--- config.mk ---
export PLATFORM = sky130hd
export DESIGN_NAME = vga_timing_ctrl
export DESIGN_NICKNAME = d
export VERILOG_FILES = /design/src/rtl/vga_timing_ctrl.sv
export SDC_FILE = /design/constraint.sdc
export NUM_CORES = 1
export LEC_CHECK = 0
export ABC_AREA = 1
export BUFFER_PORTS_ARGS = -buffer_cell sky130_fd_sc_hd__buf_2
export CAP_MARGIN = 10
export CORE_UTILIZATION = 52
export CTS_CLUSTER_SIZE = 10
export DETAILED_ROUTE_END_ITERATION = 16
export HOLD_SLACK_MARGIN = 0.05
export PLACE_DENSITY_LB_ADDON = 0.05
export SYNTH_ARGS = -nofsm -noshare
export SYNTH_HDL_FRONTEND = slang
export SYNTH_SLANG_ARGS = --single-unit
--- constraint.sdc ---
create_clock -name clk -period 5.5 [get_ports clk]
set_input_delay 0 -clock clk [delete_from_list [all_inputs] [get_ports clk]]
set_output_delay 0 -clock clk [all_outputs]
set_load 0.005 [all_outputs]
--- src/rtl/vga_timing_ctrl.sv ---
// VGA pixel-timing core: pixel divider, H/V counters, frame-buffer address,
// and a two-stage registered sync/RGB pipeline aligned to the frame-buffer read latency.
module vga_timing_ctrl #(
   parameter int unsigned H_VISIBLE = 640,
   parameter int unsigned H_FP      = 16,
   parameter int unsigned H_SYNC    = 96,
   parameter int unsigned H_BP      = 48,
   parameter int unsigned V_VISIBLE = 480,
   parameter int unsigned V_FP      = 10,
   parameter int unsigned V_SYNC    = 2,
   parameter int unsigned V_BP      = 33,
   parameter int unsigned PIX_DIV   = 1,
   parameter int unsigned SCALE_SH  = 0,
   parameter int unsigned AW        = 19
) (
   input  logic          clk,
   input  logic          rst,
   input  logic [2:0]    fb_data,
   output logic [AW-1:0] fb_addr,
   output logic          fb_rd,
   output logic [9:0]    countX,
   output logic [9:0]    countY,
   output logic          frame_start,
   output logic          VGA_Hsync_n,
   output logic          VGA_Vsync_n,
   output logic          VGA_R,
   output logic          VGA_G,
   output logic          VGA_B
);

   localparam int unsigned CW       = 10;
   localparam int unsigned H_TOTAL  = H_VISIBLE + H_FP + H_SYNC + H_BP;
   localparam int unsigned V_TOTAL  = V_VISIBLE + V_FP + V_SYNC + V_BP;
   localparam int unsigned HS_FIRST = H_VISIBLE + H_FP;
   localparam int unsigned HS_LAST  = HS_FIRST + H_SYNC - 1;
   localparam int unsigned VS_FIRST = V_VISIBLE + V_FP;
   localparam int unsigned VS_LAST  = VS_FIRST + V_SYNC - 1;
   localparam int unsigned DIV_W    = (PIX_DIV > 1) ? $clog2(PIX_DIV) : 1;
   localparam int unsigned LINE_W   = H_VISIBLE >> SCALE_SH;

   logic [DIV_W-1:0] div_q, div_d;
   logic [CW-1:0]    cnt_x_q, cnt_x_d;
   logic [CW-1:0]    cnt_y_q, cnt_y_d;
   logic             frame_start_q, frame_start_d;
   logic             hs_s1_q, hs_s1_d;
   logic             vs_s1_q, vs_s1_d;
   logic             von_s1_q, von_s1_d;
   logic             hsync_n_q, hsync_n_d;
   logic             vsync_n_q, vsync_n_d;
   logic [2:0]       rgb_q, rgb_d;

   logic             pix_en;
   logic             x_last;
   logic             y_last;
   logic             hs;
   logic             vs;
   logic             von;
   logic [AW-1:0]    addr_lin;

   // Stage-0 decode straight off the counters
   always_comb begin
      pix_en   = (div_q == DIV_W'(PIX_DIV - 1));
      x_last   = (cnt_x_q == CW'(H_TOTAL - 1));
      y_last   = (cnt_y_q == CW'(V_TOTAL - 1));
      hs       = (cnt_x_q >= CW'(HS_FIRST)) && (cnt_x_q <= CW'(HS_LAST));
      vs       = (cnt_y_q >= CW'(VS_FIRST)) && (cnt_y_q <= CW'(VS_LAST));
      von      = (cnt_x_q < CW'(H_VISIBLE)) && (cnt_y_q < CW'(V_VISIBLE));
      addr_lin = AW'(cnt_y_q >> SCALE_SH) * AW'(LINE_W) + AW'(cnt_x_q >> SCALE_SH);
   end

   // Next-state: everything except the divider and frame_start holds between pixel ticks
   always_comb begin
      div_d         = div_q + DIV_W'(1);
      cnt_x_d       = cnt_x_q;
      cnt_y_d       = cnt_y_q;
      frame_start_d = 1'b0;
      hs_s1_d       = hs_s1_q;
      vs_s1_d       = vs_s1_q;
      von_s1_d      = von_s1_q;
      hsync_n_d     = hsync_n_q;
      vsync_n_d     = vsync_n_q;
      rgb_d         = rgb_q;

      if (pix_en) begin
         div_d = '0;
         if (x_last) begin
            cnt_x_d = '0;
            cnt_y_d = y_last ? '0 : cnt_y_q + CW'(1);
         end else begin
            cnt_x_d = cnt_x_q + CW'(1);
         end
         frame_start_d = x_last && y_last;

         hs_s1_d   = hs;
         vs_s1_d   = vs;
         von_s1_d  = von;

         // fb_data returned now belongs to the pixel decoded one tick ago
         hsync_n_d = ~hs_s1_q;
         vsync_n_d = ~vs_s1_q;
         rgb_d     = von_s1_q ? fb_data : 3'b000;
      end
   end

   always_ff @(posedge clk or negedge rst) begin
      if (!rst) begin
         div_q         <= '0;
         cnt_x_q       <= '0;
         cnt_y_q       <= '0;
         frame_start_q <= 1'b0;
         hs_s1_q       <= 1'b0;
         vs_s1_q       <= 1'b0;
         von_s1_q      <= 1'b0;
         hsync_n_q     <= 1'b1;
         vsync_n_q     <= 1'b1;
         rgb_q         <= 3'b000;
      end else begin
         div_q         <= div_d;
         cnt_x_q       <= cnt_x_d;
         cnt_y_q       <= cnt_y_d;
         frame_start_q <= frame_start_d;
         hs_s1_q       <= hs_s1_d;
         vs_s1_q       <= vs_s1_d;
         von_s1_q      <= von_s1_d;
         hsync_n_q     <= hsync_n_d;
         vsync_n_q     <= vsync_n_d;
         rgb_q         <= rgb_d;
      end
   end

   // Read strobe is held off while reset is asserted even though (0,0) is visible
   assign fb_rd       = rst & von & pix_en;
   assign fb_addr     = von ? addr_lin : '0;
   assign countX      = cnt_x_q;
   assign countY      = cnt_y_q;
   assign frame_start = frame_start_q;
   assign VGA_Hsync_n = hsync_n_q;
   assign VGA_Vsync_n = vsync_n_q;
   assign {VGA_R, VGA_G, VGA_B} = rgb_q;

endmodule

-- Yosys cells after proc, flatten, opt, wreduce, memory -nomap -nowiden
Cells that the tools add are included.
- output and inout port bits: 46
- bits of input ports: 5
- logic and storage cells: 39
- bits in registers: 30
- bitwise gates (word level): 5
- reductions and logical operators: 5
- mux-type cells: 6
- eq/ne operators: 2
- multiply operators: 1
- order comparisons: 6
- $add $sub $neg: 4
- operators by type and width (cell ; count):
    adder 10 x 1 -> 10 bit (second input constant) ; 2
    == test 10 bit (second input constant) ; 2
    2-to-1 mux 10 bit ; 2
    adder 19 x 10 -> 19 bit ; 1
    2-to-1 mux 19 bit ; 1
    multiplier 10 x 3 -> 12 bit (second input constant) ; 1
    >= comparator 10 bit (second input constant) ; 1
    >= comparator 10 x 9 -> 1 bit (second input constant) ; 1
    less-or-equal comparator 10 bit (second input constant) ; 1
    less-or-equal comparator 10 x 9 -> 1 bit (second input constant) ; 1
    less-than comparator 10 bit (second input constant) ; 1
    less-than comparator 10 x 9 -> 1 bit (second input constant) ; 1
    logical AND 1 bit ; 4
    2-to-1 mux 3 bit ; 1
    inverter 1 bit ; 3
    AND 1 bit ; 2
    2-to-1 mux 1 bit ; 2
    AND reduction 2 bit ; 1
    adder 1 bit (second input constant) ; 1

-- Depth between registers and ports, before layout
- depth in word-level cells: 4
- depth in mapped cells: 14
- mapped depth without buffers: 14

-- Worst setup path after synthesis
No wires, ideal clock.
- path type: register to output
- start point: register cnt_y_q[1] (netlist: countY[1])
- end point: output port fb_addr[18]
- path slack: 3.177 ns
- cell stages (with the launch flop): 14
- data arrival time: 2.323 ns
- cell sequence: dfrtp_1 -> ha_1 -> ha_1 -> fa_1 -> nand2_1 -> nor2_1 -> nand2_1 -> nand2_1 -> nand2_1 -> inv_1 -> nand2_1 -> nor2_1 -> a21oi_1 -> nor2_1
- word-level cells in the longest chain between the ends: 3
- ends and longest elaborated chain (what ; line ; source):
    from (decl) ; 43 ; logic [CW-1:0] cnt_y_q, cnt_y_d;
    from (signal assigned) ; 120 ; cnt_y_q <= cnt_y_d;
    multiplier 10 x 3 -> 12 bit or less-than comparator 10 x 9 -> 1 bit (tied branches) ; 68, 67 ;
    adder 19 x 10 -> 19 bit or logical AND 1 bit (tied branches) ; 68, 67 ;
    2-to-1 mux 19 bit * ; 133 ; assign fb_addr = von ? addr_lin : '0;
    to (decl) ; 19 ; output logic [AW-1:0] fb_addr,
Every way passes the cells marked *; elsewhere a longest branch is shown, timed or not.

-- Worst setup path after layout
Same ends and word-level chain as after synthesis.

==> out/qor.csv <==
metric;value;unit
outcome;complete, no violations;
Psw;93.2;uW
Final Hold Vio Count;0;
layout cells sized above 1;17.9;%
sequential-to-total area share from yosys stat;32.2;%
Gate power share;2.6;%
Synth area leader;dfrtp_1;
Post-Syn Area per Cell;6.95;um2
Post-Layout Cell Count;435;
LEAKAGE;0.00160;uW
simple-gate portion of the synthesized area;31.2;%
Tot GR Track Use;23.5;%
RSZ-0062 raised after global routing;false;
core area;4090;um2
DR iter-0 viols;95;
CTS root buf;clkbuf_8;
Initial DRT Pass Iterations;4;
Bufs and invs on worst path;2;
max incr delay on CP;0.54;ns
final slew viol count;0;
maximum VDD drop;0.000183;V
final setup fails;0;
Synth Area in Compound Gates;7.31;%
post-synth top area share;29.9;%
Max-slew headroom;52.0;%
Slowest cell on crit path;fa_1;
die width;67.9;um
CP most frequent cell;nand2_1;
WS Path Type;reg2out;
internal power;306;uW
ranking of synthesized cells by area;dfrtp_1 30%, ha_1 13%, nand2_1 13%, inv_1 10%, nor2_1 7.6%;
Tot Pwr;399;uW
Final min period;2.90;ns
Sw Ratio;23.4;%
first-pass GRT wire length;8090;um
vias in the first global route;1917;
largest net degree at the start of global routing;31;
synthesis-stage register bit count;29;
TritonCTS clock tree;built;
post-DP HPWL;3790;um
die height;67.9;um
Worst setup SP type;flip-flop;
Synth Net Count;356;
nets;415;
PD cells;148;nW/um2
Synth Area in XOR/XNOR;3.10;%
Crit path max-delay family;adder cells;
Resized cells post-CTS;0;
crit share post-route;52.7;%
total grt overflow;0;
post-layout util;65.8;%
IO buf count;50;
Clock Path Buffers;2;
via count;2153;
CTS buffer count;5;
clk slew on worst S/H paths;0.07;ns
post-placement cell count;423;
diodes inserted;0;
Critical Path AT;2.90;ns
initial antenna violation count;0;
Ports;51;
Seq pwr share;53.8;%
Die ar.;4610;um2
main combinational cell family by area after synthesis;simple AND/OR/NAND/NOR gates;
Cells after Synth;325;
total wire length;4850;um
Final ANT Viol Nets;0;
max cap viols;0;
P&R area growth vs syn;19.0;%
starting density of the core;55.3;%
worst slew pin tran;0.718;ns
Final GP Congestion;0.871;
clk_lat worst skew;0.28;ns
Ys Warns;0;
Hold Crit Class;in2async;
skew final;0.00409;ns
Syn Std Cell Area;2260;um2
clock share of power;43.6;%
Rows;23;
crit path cell chain;ha_1 -> ha_1 -> fa_1 -> nand2_1 -> nor2_1 -> nand2_1 -> nand2_1 -> nand2_1 -> inv_1 -> nand2_1 -> nor2_1 -> nand3_1 -> nand2_1 -> nor2_1 -> buf_2;
clock sink count;29;
Setup crit end kind;output pin;
adder-cell share of the synthesized area;15.1;%
DRC viols;0;
Setup TNS Final;0;ns
routed len/inst;11.2;um
Max FO, Critical Path;9;
Unique masters post-synth;26;
Fmax;345;MHz
CP Data Required Time;5.50;ns
Vias/cell;4.95;
H-tree levels;2;
post-synthesis mux area share;0;%
-- through the flow --
stage	hold slack (ns)	cell area, um2	setup WS [ns]
4_1_cts	0.305	2690	2.61
5_1_grt	0.361	2690	2.39
3_5_place_dp	0.0747	2560	2.93
3_3_place_gp	0.0679	2560	3.00
6_report	0.283	2690	2.60
2_1_floorplan	-0.296	2260	3.18
-- logic make-up (layout without fill, tap and decap cells) --
kind of cell	count (synthesis)	after routing
DFF	29	29
buffers and inverters	66	126
xor gates and xnor gates	8	8
AOI/OAI and AO/OA	30	30
and+or+nand+nor	166	166
adders and majority gates	26	26
-- state kept, by name, indices dropped and copies added, names as in the netlist --
signal and count:
VGA_Hsync_n 1, VGA_Vsync_n 1, countX 10, countY 10
frame_start 1, hs_s1_q 1, rgb_q 3, von_s1_q 1
vs_s1_q 1
-- Yosys cell counts --
cell type / number
inv_2: 2
nor2_1: 46
fa_1: 2
nor3b_1: 1
nor2_2: 2
o21ai_0: 13
clkinv_1: 1
nor3_4: 1
xor2_1: 8
dfstp_2: 2
inv_1: 61
nand4_1: 2
nand2_1: 78
o21a_1: 2
o31ai_1: 1
a31oi_1: 1
buf_2: 2
ha_1: 24
a211oi_1: 1
a21oi_2: 1
nor3_1: 7
nor3_2: 2
a21oi_1: 11
nand3_1: 26
nand2_2: 1
dfrtp_1: 27
-- placed cells by master (no fill, tap or decap), drive strengths merged --
| cell type | instances |
|---|---|
| xor2 | 8 |
| nand2 | 79 |
| fa | 2 |
| clkbuf | 5 |
| nor2 | 48 |
| dfrtp | 27 |
| dlygate4sd3 | 4 |
| nand4 | 2 |
| buf | 50 |
| clkinvlp | 1 |
| inv | 63 |
| o31ai | 1 |
| nor3 | 10 |
| a21oi | 12 |
| nor3b | 1 |
| o21a | 2 |
| o21ai | 13 |
| ha | 24 |
| nand3 | 26 |
| dfstp | 2 |
| a31oi | 1 |
| clkinv | 3 |
| a211oi | 1 |
-- final timing paths --
path                            startpoint          end  slack [ns]  cells after the start
worst min-delay path                   rst     rgb_q[1]        0.28                      2
max in group asynchronous              rst    countY[8]        4.78                      2
worst max-delay path             countY[1]  fb_addr[18]        2.60                     15
min in group clk                   vs_s1_q  VGA_Vsync_n        0.35                      1
worst max register to register   countX[0]    countY[5]        3.37                      9
worst min register to register     vs_s1_q  VGA_Vsync_n        0.35                      1
-- routing by layer --
layer  track usage [%]  wire [um]  part of all wire, %
met5                 0          0                    0
met4              5.99         39                 0.80
met3              6.00        177                  3.6
met2              38.5       2230                   46
met1              30.7       2410                   50
-- power groups by stage --
stage                     logic (uW)  clock network (uW)  registers [uW]
after floorplan                 1.19                   0             219
after global placement          8.55                   0             219
after detailed placement        8.66                   0             219
after CTS                       10.8                 182             215
after global routing            12.6                 190             215
final                           10.4                 174             215
-- layout make-up --
type | count | area (um2)
clock buffer | 5 | 68.8
clock inverter | 3 | 17.5
fill | 387 | 1400
inverter | 64 | 240
multi-input combinational | 230 | 1280
sequential | 29 | 728
tap | 50 | 62.6
timing repair buffer | 54 | 290
-- what timing repair did --
item	4_1_cts	5_1_grt
buffers inserted	0	0
hold endpoints to repair	30	0
hold buffers	4	0
-- worst register-to-register path: cells and delay by family, from the launching register on --
family,cells,cell delay (ns)
buffers and inverters,2,0.27
adders and majority gates,1,0.18
xor gates and xnor gates,1,0.14
DFF,1,0.41
and+or+nand+nor,5,1.02
Power figures use the tool's default switching activity.
